## config.mk

```make
export PLATFORM = sky130hd
export DESIGN_NAME = fft_frame_ctrl
export DESIGN_NICKNAME = d
export VERILOG_FILES = /design/src/rtl/fft_pkg.sv /design/src/rtl/fft_frame_buf.sv /design/src/rtl/fft_frame_ctrl.sv
export SDC_FILE = /design/constraint.sdc
export NUM_CORES = 1
export LEC_CHECK = 0
export CAP_MARGIN = 20
export CORE_ASPECT_RATIO = 0.8
export CORE_MARGIN = 2
export CORE_UTILIZATION = 60
export CTS_BUF_LIST = sky130_fd_sc_hd__clkbuf_8
export DETAILED_ROUTE_END_ITERATION = 6
export PLACE_DENSITY = 0.82
export RECOVER_POWER = 25
export SETUP_SLACK_MARGIN = 0.02
export SYNTH_ARGS = -nofsm -noshare
export SYNTH_HDL_FRONTEND = slang
export SYNTH_HIERARCHICAL = 1
export SYNTH_SLANG_ARGS = --single-unit
```

## constraint.sdc

```tcl
create_clock -name clock -period 54 [get_ports clock]
set_input_delay 13.5 -clock clock [delete_from_list [all_inputs] [get_ports clock]]
set_output_delay 13.5 -clock clock [all_outputs]
set_load 0.005 [all_outputs]
```

## src/rtl/fft_pkg.sv

```systemverilog
// Shared definitions for the FFT frame controller: FSM encoding, lane/word
// geometry and helpers for sizing beat counters from the FFT size.
package fft_pkg;

  // Controller phases: collecting a frame, streaming it out, holding off
  typedef enum logic [1:0] {
    ST_FILL  = 2'd0,
    ST_BURST = 2'd1,
    ST_WAIT  = 2'd2
  } state_t;

  // Four complex lanes per beat -> eight WIDTH-bit words per buffer row
  localparam int LANES          = 4;
  localparam int WORDS_PER_BEAT = 2 * LANES;

  // Default geometry for a 16-point FFT
  localparam int DEFAULT_SAMPLES = 16;
  localparam int DEFAULT_BEATS   = DEFAULT_SAMPLES / LANES;

  // Number of 4-lane beats that make up one frame
  function automatic int beats_of(input int samples);
    return samples / LANES;
  endfunction

  // Address width for a beat index; never narrower than one bit
  function automatic int addr_w(input int beats);
    if (beats <= 2) return 1;
    return $clog2(beats);
  endfunction

endpackage

```

## src/rtl/fft_frame_buf.sv

```systemverilog
// Frame buffer: DEPTH rows of eight WIDTH-bit words, one synchronous write
// port and one combinational read port. Contents are never reset.
module fft_frame_buf
  import fft_pkg::*;
#(
  parameter int WIDTH = 32,
  parameter int DEPTH = DEFAULT_BEATS,
  parameter int AW    = addr_w(DEFAULT_BEATS)
) (
  input  logic                              clock,
  input  logic                              we,
  input  logic [AW-1:0]                     waddr,
  input  logic [WORDS_PER_BEAT*WIDTH-1:0]   wdata,
  input  logic [AW-1:0]                     raddr,
  output logic [WORDS_PER_BEAT*WIDTH-1:0]   rdata
);

  logic [WORDS_PER_BEAT*WIDTH-1:0] mem [DEPTH];

  // Write one accepted beat into its row
  always_ff @(posedge clock) begin
    if (we) begin
      mem[waddr] <= wdata;
    end
  end

  assign rdata = mem[raddr];

endmodule

```

## src/rtl/fft_frame_ctrl.sv

```systemverilog
// FFT frame controller: gathers BEATS four-lane beats of a frame, bursts the
// frame into fft_top on consecutive cycles, and tracks how many frames are
// inside the FFT so that at most MAX_INFLIGHT are outstanding. Output beats
// from the FFT are tagged with first/last/frame id.
// Optional feature: define FFT_FRAME_CTRL_TIMEOUT_EN to add a watchdog that
// flags err_timeout and flushes the in-flight count when the FFT goes quiet.
//
// Handshake: a beat transfers on a rising clock edge where s_valid and
// s_ready are both high; s_valid may be raised or dropped freely and s_ready
// depends only on controller state, never on s_valid.
module fft_frame_ctrl
  import fft_pkg::*;
#(
  parameter int WIDTH          = 32,
  parameter int Num_of_samples = 16,
  parameter int MAX_INFLIGHT   = 2,
  parameter int TIMEOUT        = 1024
) (
  input  logic             clock,
  input  logic             reset,
  // upstream beat interface
  input  logic             s_valid,
  output logic             s_ready,
  input  logic [WIDTH-1:0] s_real_0,
  input  logic [WIDTH-1:0] s_real_1,
  input  logic [WIDTH-1:0] s_real_2,
  input  logic [WIDTH-1:0] s_real_3,
  input  logic [WIDTH-1:0] s_imag_0,
  input  logic [WIDTH-1:0] s_imag_1,
  input  logic [WIDTH-1:0] s_imag_2,
  input  logic [WIDTH-1:0] s_imag_3,
  // drive into fft_top
  output logic             fft_input_en,
  output logic [WIDTH-1:0] fft_real_0,
  output logic [WIDTH-1:0] fft_real_1,
  output logic [WIDTH-1:0] fft_real_2,
  output logic [WIDTH-1:0] fft_real_3,
  output logic [WIDTH-1:0] fft_imag_0,
  output logic [WIDTH-1:0] fft_imag_1,
  output logic [WIDTH-1:0] fft_imag_2,
  output logic [WIDTH-1:0] fft_imag_3,
  // fft_top output side
  input  logic             fft_output_en,
  output logic             m_valid,
  output logic             m_first,
  output logic             m_last,
  output logic [3:0]       m_frame_id,
  // status
  output logic [2:0]       inflight,
  output logic             busy,
  output logic             err_spurious,
  output logic             err_timeout,
  output state_t           dbg_state
);

  localparam int BEATS = beats_of(Num_of_samples);
  localparam int AW    = addr_w(BEATS);
  localparam int DW    = WORDS_PER_BEAT * WIDTH;

  localparam logic [AW-1:0] LAST_BEAT = AW'(BEATS - 1);
  localparam logic [AW:0]   BURST_END = (AW+1)'(BEATS);
  localparam logic [2:0]    MAX3      = 3'(MAX_INFLIGHT);

  // Reject configurations the counters are not sized for
  if (MAX_INFLIGHT < 1 || MAX_INFLIGHT > 7 || TIMEOUT < 1 || BEATS < 2) begin : g_bad_params
    $error("fft_frame_ctrl: illegal parameter set");
  end

  state_t        state;
  logic [AW-1:0] fill_cnt;
  logic [AW:0]   burst_cnt;
  logic [AW-1:0] out_cnt;
  logic [DW-1:0] wr_word;
  logic [DW-1:0] rd_word;
  logic [DW-1:0] fft_word;

  logic beat_hs;
  logic burst_done;
  logic room_after_burst;
  logic out_beat;
  logic out_last;
  logic spurious;
  logic tmo_fire;

  // Lane k of a beat occupies word k (real) and word 4+k (imag)
  assign wr_word = {s_imag_3, s_imag_2, s_imag_1, s_imag_0,
                    s_real_3, s_real_2, s_real_1, s_real_0};

  fft_frame_buf #(
    .WIDTH (WIDTH),
    .DEPTH (BEATS),
    .AW    (AW)
  ) u_buf (
    .clock (clock),
    .we    (beat_hs),
    .waddr (fill_cnt),
    .wdata (wr_word),
    .raddr (burst_cnt[AW-1:0]),
    .rdata (rd_word)
  );

  // Handshake and counter-event decode
  always_comb begin
    beat_hs          = s_valid && (state == ST_FILL);
    burst_done       = (state == ST_BURST) && (burst_cnt == BURST_END);
    room_after_burst = ({1'b0, inflight} + 4'd1) < {1'b0, MAX3};
    out_beat         = fft_output_en && (inflight != 3'd0);
    out_last         = out_beat && (out_cnt == LAST_BEAT);
    spurious         = fft_output_en && (inflight == 3'd0);
  end

  // Frame sequencing: fill the buffer, stream it to the FFT, then hold off
  // while the FFT already holds MAX_INFLIGHT frames
  always_ff @(posedge clock or posedge reset) begin
    if (reset) begin
      state        <= ST_FILL;
      fill_cnt     <= '0;
      burst_cnt    <= '0;
      fft_input_en <= 1'b0;
      fft_word     <= '0;
    end else begin
      case (state)
        ST_FILL: begin
          fft_input_en <= 1'b0;
          if (beat_hs) begin
            if (fill_cnt == LAST_BEAT) begin
              fill_cnt  <= '0;
              burst_cnt <= '0;
              state     <= ST_BURST;
            end else begin
              fill_cnt <= fill_cnt + 1'b1;
            end
          end
        end
        ST_BURST: begin
          if (burst_cnt != BURST_END) begin
            // one buffer row per cycle, registered toward fft_top
            fft_input_en <= 1'b1;
            fft_word     <= rd_word;
            burst_cnt    <= burst_cnt + 1'b1;
          end else begin
            // last row is on the outputs now; the frame counts as in flight
            fft_input_en <= 1'b0;
            burst_cnt    <= '0;
            state        <= room_after_burst ? ST_FILL : ST_WAIT;
          end
        end
        ST_WAIT: begin
          fft_input_en <= 1'b0;
          if (inflight < MAX3) begin
            state <= ST_FILL;
          end
        end
        default: begin
          fft_input_en <= 1'b0;
          state        <= ST_FILL;
        end
      endcase
    end
  end

  // Output-side bookkeeping: beat position, frame id, in-flight count, spurious flag
  always_ff @(posedge clock or posedge reset) begin
    if (reset) begin
      out_cnt      <= '0;
      m_frame_id   <= 4'd0;
      inflight     <= 3'd0;
      err_spurious <= 1'b0;
    end else begin
      if (tmo_fire) begin
        inflight <= 3'd0;
        out_cnt  <= '0;
      end else begin
        inflight <= inflight + {2'b00, burst_done} - {2'b00, out_last};
        if (out_beat) begin
          out_cnt <= out_last ? '0 : out_cnt + 1'b1;
        end
      end
      if (out_last) begin
        m_frame_id <= m_frame_id + 4'd1;
      end
      if (spurious) begin
        err_spurious <= 1'b1;
      end
    end
  end

`ifdef FFT_FRAME_CTRL_TIMEOUT_EN
  localparam int WDW = $clog2(TIMEOUT + 1);
  localparam logic [WDW-1:0] WD_LAST = WDW'(TIMEOUT - 1);

  logic [WDW-1:0] wd_cnt;
  logic           err_timeout_q;

  assign tmo_fire = (inflight != 3'd0) && !fft_output_en && (wd_cnt == WD_LAST);

  // Watchdog: count quiet cycles while frames are outstanding
  always_ff @(posedge clock or posedge reset) begin
    if (reset) begin
      wd_cnt        <= '0;
      err_timeout_q <= 1'b0;
    end else begin
      if (inflight == 3'd0 || fft_output_en || tmo_fire) begin
        wd_cnt <= '0;
      end else begin
        wd_cnt <= wd_cnt + 1'b1;
      end
      if (tmo_fire) begin
        err_timeout_q <= 1'b1;
      end
    end
  end

  assign err_timeout = err_timeout_q;
`else
  assign tmo_fire    = 1'b0;
  assign err_timeout = 1'b0;
`endif

  assign s_ready    = (state == ST_FILL);
  assign busy       = (state != ST_FILL) || (fill_cnt != '0) || (inflight != 3'd0);
  assign dbg_state  = state;

  // Output beat tagging follows fft_output_en in the same cycle
  assign m_valid = fft_output_en;
  assign m_first = fft_output_en && (out_cnt == '0);
  assign m_last  = fft_output_en && (out_cnt == LAST_BEAT);

  assign fft_real_0 = fft_word[0*WIDTH +: WIDTH];
  assign fft_real_1 = fft_word[1*WIDTH +: WIDTH];
  assign fft_real_2 = fft_word[2*WIDTH +: WIDTH];
  assign fft_real_3 = fft_word[3*WIDTH +: WIDTH];
  assign fft_imag_0 = fft_word[4*WIDTH +: WIDTH];
  assign fft_imag_1 = fft_word[5*WIDTH +: WIDTH];
  assign fft_imag_2 = fft_word[6*WIDTH +: WIDTH];
  assign fft_imag_3 = fft_word[7*WIDTH +: WIDTH];

endmodule

```

* Word level (Yosys, flattened, before mapping)
Memory sizes are Yosys's and may differ from the RTL's. A register that Yosys moved wholly into a read port is not among the register bits. Index checks and enable logic that the tools add are counted.
Operators by class: add/subtract/negate cells 7, magnitude comparators 2, equality and inequality tests 10, multiplexer cells 16, reductions and logical operators 20
Operators by type and width (number):
- 2-to-1 mux 2 bit | 7
- 2-to-1 mux 3 bit | 3
- logical AND 1 bit | 7
- equality test 2 bit (second input constant) | 3
- case mux 2 bit (3 select lines) | 1
- case mux 3 bit (2 select lines) | 1
- nonzero test 2 bit | 3
- adder 2 x 1 -> 2 bit (second input constant) | 2
- adder 3 x 1 -> 4 bit (second input constant) | 1
- adder 4 x 1 -> 4 bit (second input constant) | 1
- zero test 2 bit | 2
- < comparator 4 x 2 -> 1 bit (second input constant) | 1
- 2-to-1 mux 1 bit | 4
- != test 2 x 1 -> 1 bit (second input constant) | 2
- != test 2 bit (second input constant) | 2
- AND reduction 2 bit | 2
- AND reduction 4 bit | 1
- adder 3 x 1 -> 3 bit | 1
- adder 3 x 1 -> 3 bit (second input constant) | 1
- equality test 3 bit (second input constant) | 1
- zero test 3 bit | 1
- < comparator 3 x 2 -> 1 bit (second input constant) | 1
- != test 3 bit (second input constant) | 1
- AND reduction 3 bit | 1
- other kinds (4) | 5
Word-level totals: register bits after elaboration 18, RAM bits 1024, output and inout port bits 273, word-level logic and storage cells 64, memories 1
Memory list:
- u_buf.mem | depth 4, bits a word 256, rd ports 1, clocked after Yosys merged registers in 1, write ports 1, line fft_frame_buf.sv:18 | logic [WORDS_PER_BEAT*WIDTH-1:0] mem [DEPTH];

* Longest topological paths before layout
Gate-level depths: netlist of the first run.
word-level depth 5, mapped depth 8

* By module
Netlist of the first run, hierarchy kept.
Modules (own cells, without submodules):
- fft_frame_buf | instances 1, cells an instance 1341, area each 37216.9 µm², sequential area each 30749.5 µm²
- fft_frame_ctrl | instances 1, cells an instance 633, area each 11654.9 µm², sequential area each 6856.6 µm²

* Least setup slack after synthesis of the first run
No wires, ideal clock.
kind input port to flip-flop, start point input port s_valid, end point memory u_buf/mem[0][0] in the netlist's numbering, enable pin, arrival 31890 ps, slack 20872 ps, stages on the path 3, path buffers 0, cells stage by stage nand2_1 inv_1 nor3b_1
On the way: longest elaborated chain between the ends 3
RTL lines:
- start, declared | line fft_frame_ctrl.sv:22 | input logic s_valid,
- logical AND 1 bit | line fft_frame_ctrl.sv:104 | beat_hs = s_valid && (state == ST_FILL);
- via beat_hs | line fft_frame_ctrl.sv:77 | logic beat_hs;
- 2-to-1 mux 1 bit | line fft_frame_buf.sv:22 | if (we) begin
- 2-to-1 mux 1 bit (not written as such) | line fft_frame_buf.sv:23 | mem[waddr] <= wdata;
- end, declared | line fft_frame_buf.sv:18
The timed path passes the listed nets, and every way through them passes these cells.

* Final worst setup path of the first run
start point input port fft_output_en, end point output port m_last
On the way: longest elaborated chain between the ends 1
RTL lines:
- start, declared | line fft_frame_ctrl.sv:43 | input logic fft_output_en,
- logical AND 1 bit | line fft_frame_ctrl.sv:227 | assign m_last = fft_output_en && (out_cnt == LAST_BEAT);
- end, declared | line fft_frame_ctrl.sv:46 | output logic m_last,
Every way passes these cells.

==> impl_metrics.tcl, run 1 <==
set metrics [dict create \
    status "complete, but fails checks" \
    failed_checks "max-capacitance violations, max-slew violations" \
    cts_root_buffer "clkbuf_8" \
    multi_input_area_sq_um 9170 \
    post_dp_cell_area_sq_um 54600 \
    vias_per_cell 5.65 \
    fillers 4755 \
    syn_area_sq_um 48900 \
    ys_seq_area_frac 0.769 \
    area_growth_pct 17.4 \
    cts_tree "built" \
    grt_setup_unrepaired "false" \
    final_hold_viol_count 0 \
    worstPathRequired_ns 40.50 \
    grt_pass1_vias 23800 \
    synth.net_count 2247 \
    globalRouteOverflowTotal 0 \
    drt_first_pass_iters 5 \
    p_leak_nw 19.8 \
    clock_tree.buffer_depth 3 \
    startpoint_type "input port" \
    die_area_sq_um 83800 \
    ant_nets 0 \
    grtUsageTotal 0.238 \
    cts_resized 0 \
    cp_max_fo 5 \
    worstPathArrival_ns 14.84 \
    worst_slew_pin_slew_ns 6.08 \
    core_area_sq_um 80600 \
    row_count 93 \
    worst_clock_skew_ns 0.0466 \
    drive_above_1_share 0.201 \
    hold_class "reg -> reg" \
    vias 22100 \
    setup_tns_ns 0 \
    portBuffers 531 \
    layout_commonest_cell "edfxtp_1" \
    min_period_ns 28.34 \
    fin_nets 2906 \
    path_class "in -> out" \
    drc 0 \
    finalCritPeriodShare 0.525 \
    yosysWarnings 6 \
    slew_headroom -3.08 \
    syn_inst 1974 \
    post-cts-setup-buffer-count 0 \
    synth_edf_count 1024 \
    wl_per_cell_um 25.1 \
    clk_latency_ns 0.83 \
    grt_pass1_wl_um 147000 \
    postLayoutCellArea_sq_um 57400 \
    chipWidth_um 323 \
    place_congestion 0.779 \
    hpwl_um 56400 \
    ff2ff_setup_slack_ns 42.18 \
    synth.avg_cell_area_sq_um 24.8 \
    reg2reg_depth 8 \
    power.density_nw_per_um2 54.2 \
    start_util 0.606 \
    maxSlewViolCount 309 \
    final_cell_mix "edfxtp_1 (1024), clkdlybuf4s50_1 (399), dfrtp_1 (273)" \
    synthFlopType "edfxtp_1" \
    synth_cell_types 38 \
    fmax_ghz 0.0353 \
    cts_sinks 1298 \
    drv_cap 5 \
    clk_pin_slew_ns 0.06 \
    hold_depth 1 \
    grt_start_max_net_pins 146 \
    seq_area_sq_um 37600 \
    endpoint_kind "output pin" \
    h-tree-depth 4 \
    cts_made_buffers 188 \
    ir_drop_mv 0.0771 \
    ys_ff_latch 1298 \
    setup_viol 0 \
    fp.dieH_um 259 \
    antenna_found_initial 40 \
    wirelength_um 98100 \
    cts_hold_buf 0 \
    drt-initial-drc-count 1535 \
    io-pin-count 533 \
    async_flop_share 0.211 \
]
==> power by group <==
part | switching (mW) | internal [mW] | total [mW]
Sequential | 0.108 | 1.33 | 1.44
Clock | 0.364 | 0.369 | 0.733
Combinational | 0.411 | 0.526 | 0.937
Total | 0.883 | 2.23 | 3.11
==> state kept, by name, indices dropped and copies added (netlist names) <==
name,flops
u_buf/mem,1024
dbg_state,2
burst_cnt,3
m_frame_id,4
fft_word,256
inflight,3
out_cnt,2
fft_input_en,1
err_spurious,1
fill_cnt,2
==> final cells by class <==
class | count | area share
sequential | 1298 | 0.655
antenna | 19 | 0.000828
multi-input combinational | 575 | 0.160
clock buffer | 218 | 0.0523
timing repair buffer | 556 | 0.0966
clock inverter | 136 | 0.0104
tap | 1092 | 0.0238
inverter | 14 | 0.00107
==> synth_stat cells, types with 2 or more instances <==
cell | instances | share of area
buf_4 | 5 | 0.00077
nor2_1 | 4 | 0.00031
mux4_2 | 256 | 0.12
nand2_1 | 8 | 0.00061
dfrtp_1 | 274 | 0.14
clkbuf_1 | 2 | 0.00015
buf_6 | 2 | 0.00046
buf_8 | 8 | 0.0025
ha_1 | 12 | 0.0031
o21ai_0 | 4 | 0.00041
nand2b_1 | 2 | 0.00026
mux2_2 | 32 | 0.0074
buf_12 | 44 | 0.018
edfxtp_1 | 1024 | 0.63
xor2_1 | 3 | 0.00054
nand3_1 | 5 | 0.00051
and3b_1 | 2 | 0.00036
mux2_4 | 229 | 0.070
buf_2 | 25 | 0.0026
xnor2_1 | 3 | 0.00054
inv_1 | 13 | 0.0010
==> worst max-delay path, stage by stage <==
cell and delay, ns:
clkdlybuf4s50_1 0.60, nand2_1 0.14, inv_1 0.09, clkdlybuf4s50_1 0.50
==> cells by family after synthesis <==
kind of cell	count (synthesis)	synth area share
fa+ha+maj	13	0.00348
mux	517	0.196
compound gates	9	0.00115
buf+inv	101	0.0257
other cells	1	0.0000767
flops	1298	0.769
simple gates	29	0.00335
xor+xnor	6	0.00108
==> layer usage <==
layer  routed length [um]  up-vias  track usage
li1                     -     9476            -
met1                37100    11600        0.304
met2                50100      760        0.386
met3                 8360      190       0.0797
met4                 2270       42       0.0880
met5                  247        -            0
==> through the flow <==
stage                     setup WS, ns  instances  hold WS [ns]  power, mW  utilization
final                            25.66       3908         0.477       3.11        0.712
after global routing             25.59       3901         0.498       3.26        0.712
after global placement           25.64       3535         0.448       2.51        0.678
after CTS                        25.63       3889         0.476       3.29        0.722
after detailed placement         25.64       3535         0.456       2.54        0.678
after floorplan                  20.87       1974         0.451       2.24            -
==> final timing paths <==
| path | start | to |
|---|---|---|
| max reg2reg | burst_cnt[0] | fft_word[213] |
| min in group asynchronous | reset | fft_word[6] |
| min | m_frame_id[3] | m_frame_id[3] |
| max in group asynchronous | reset | fft_word[108] |
| max | fft_output_en | m_last |
| min reg2reg | m_frame_id[3] | m_frame_id[3] |
(Power assumes the default switching activity.)
==> run 2: changes to the inputs <==
--- a/config.mk
+++ b/config.mk
@@ -8,10 +8,10 @@
 export CAP_MARGIN = 20
 export CORE_ASPECT_RATIO = 0.8
 export CORE_MARGIN = 2
-export CORE_UTILIZATION = 60
+export CORE_UTILIZATION = 53
 export CTS_BUF_LIST = sky130_fd_sc_hd__clkbuf_8
 export DETAILED_ROUTE_END_ITERATION = 6
-export PLACE_DENSITY = 0.82
+export PLACE_DENSITY = 0.77
 export RECOVER_POWER = 25
 export SETUP_SLACK_MARGIN = 0.02
 export SYNTH_ARGS = -nofsm -noshare
==> constraint.sdc (replaced) <==
create_clock -name clock -period 24.7 [get_ports clock]
set_input_delay 6.175 -clock clock [delete_from_list [all_inputs] [get_ports clock]]
set_output_delay 6.175 -clock clock [all_outputs]
set_load 0.005 [all_outputs]
==> run 2 against run 1 <==
Net effect:
- the flow still finishes with violations (max-capacitance violations, max-slew violations)
- total power up 120%
- clock skew down 0.0079 ns
- first-iteration DRC count down 9.4%
- sequential share of layout area down 0.32 points
- worst hold slack better by 0.0054 ns
- sequential power up 120%
- critical path depth unchanged
- register-to-register slack worse by 29 ns
- global-route usage down 3.0 points
- setup slack worse by 15 ns
- clock power up 120%
- via count up 0.49%
==> impl_metrics.tcl, run 2 (same netlist as run 1, synthesis figures left out) <==
set metrics [dict create \
    critical-path-top-delay-family "buffers and inverters" \
    ant_nets 0 \
    final_hold_viol_count 0 \
    cp_max_fo 5 \
    start_util 0.535 \
    chipWidth_um 344 \
    path_class "in -> out" \
    fin_nets 2911 \
    fmax_ghz 0.0733 \
    critical_path.slowest_cell "clkdlybuf4s50_1" \
    cts_resized 0 \
    largest_reg_flops 1024 \
    ff2ff_setup_slack_ns 12.75 \
    grt_pass1_wl_um 147000 \
    row_count 99 \
    portBuffers 531 \
    vias_per_cell 5.50 \
    cts_root_buffer "clkbuf_8" \
    core_area_sq_um 91300 \
    hpwl_um 57500 \
    drv_cap 5 \
    worstPathArrival_ns 7.47 \
    grt_setup_unrepaired "false" \
    hold_depth 1 \
    cts_hold_buf 0 \
    cts_sinks 1298 \
    fp.dieH_um 276 \
    antenna_found_initial 42 \
    drc 0 \
    finalCritPeriodShare 0.552 \
    regMostFlops "u_buf/mem" \
    timing.rr.end "fft_word[238]" \
    worst_slew_pin_slew_ns 7.17 \
    path_cells "clkdlybuf4s50_1 > nand2_1 > inv_1 > clkdlybuf4s50_1" \
    hold_class "reg -> reg" \
    cts_made_buffers 188 \
    failed_checks "max-capacitance violations, max-slew violations" \
    place_congestion 0.750 \
    final_cell_mix "edfxtp_1 (1024), clkdlybuf4s50_1 (399), dfrtp_1 (273)" \
    finalPower_mw 6.85 \
    slew_headroom -3.81 \
    wirelength_um 97600 \
    grt_pass1_vias 24000 \
    hp-start "m_frame_id[3]" \
    grt_start_max_net_pins 126 \
    min_period_ns 13.65 \
    power.density_nw_per_um2 119 \
    layout_commonest_cell "edfxtp_1" \
    drt-initial-drc-count 1390 \
    crit_top_cell "clkdlybuf4s50_1" \
    die_area_sq_um 94700 \
    h-tree-depth 4 \
    p_leak_nw 19.8 \
    top_regs "u_buf/mem x1024, fft_word x256, m_frame_id x4" \
    reg2reg_depth 8 \
    clk_latency_ns 0.83 \
    startpoint_type "input port" \
    clock_tree.buffer_depth 3 \
    wl_per_cell_um 24.2 \
    post-cts-setup-buffer-count 0 \
    r2r-start "burst_cnt[0]" \
    globalRouteOverflowTotal 0 \
    setup_tns_ns 0 \
    worstPathRequired_ns 18.52 \
    cpPeakStageDelay_ns 0.56 \
    drive_above_1_share 0.204 \
    setup_viol 0 \
    whs_endpoint "m_frame_id[3]" \
    grtUsageTotal 0.209 \
    drt_first_pass_iters 5 \
    vias 22200 \
    status "complete, but fails checks" \
    cts_tree "built" \
    endpoint_kind "output pin" \
    path_buf_inv 3 \
    maxSlewViolCount 311 \
    clk_pin_slew_ns 0.06 \
    worst_clock_skew_ns 0.0386 \
    ir_drop_mv 0.158 \
    io-pin-count 533 \
    area_growth_pct 18.0 \
]
[run 2: worst max-delay path by stage]
stage / start / endpoint / slack, ns / cells past startpoint
6_report: fft_output_en / m_last / 11.05 / 4
5_1_grt: fft_output_en / m_last / 10.98 / 4
4_1_cts: fft_output_en / m_last / 11.05 / 4
3_5_place_dp: fft_output_en / m_last / 11.06 / 4
3_3_place_gp: fft_output_en / m_last / 11.04 / 4
2_1_floorplan: s_valid / u_buf/mem[0][0] / 7.85 / 3
[run 2: per-layer routing]
metal | wire length (um) | vias to the layer above | track usage
met1 | 37700 | 11600 | 0.273
li1 | - | 9511 | -
met5 | 272 | - | 0
met3 | 9100 | 191 | 0.0685
met2 | 48300 | 820 | 0.335
met4 | 2270 | 44 | 0.0681
[run 2: final cells by class]
type,instances,area [sq um]
sequential,1298,37600
multi-input combinational,575,9180
timing repair buffer,561,5540
fill,6098,33600
clock inverter,141,807
tap,1212,1520
antenna,23,57.6
clock buffer,211,2900
inverter,14,61.3
[run 2: power by group]
group / leakage (nW) / total, mW / internal, mW / switching [mW]
combinational: 5.12 / 2.04 / 1.16 / 0.882
clock: 2.16 / 1.64 / 0.859 / 0.785
sequential: 12.5 / 3.17 / 2.92 / 0.248
[run 2: metrics by stage]
stage	util	setup WS [ns]	area (sq um)	cells	hold WS, ns
floorplan	-	7.85	48900	1974	0.451
global placement	0.600	11.04	54800	3660	0.469
detailed placement	0.600	11.06	54800	3660	0.469
CTS	0.641	11.05	58500	4012	0.488
global route	0.631	10.98	57600	4017	0.499
finish	0.632	11.05	57700	4035	0.483
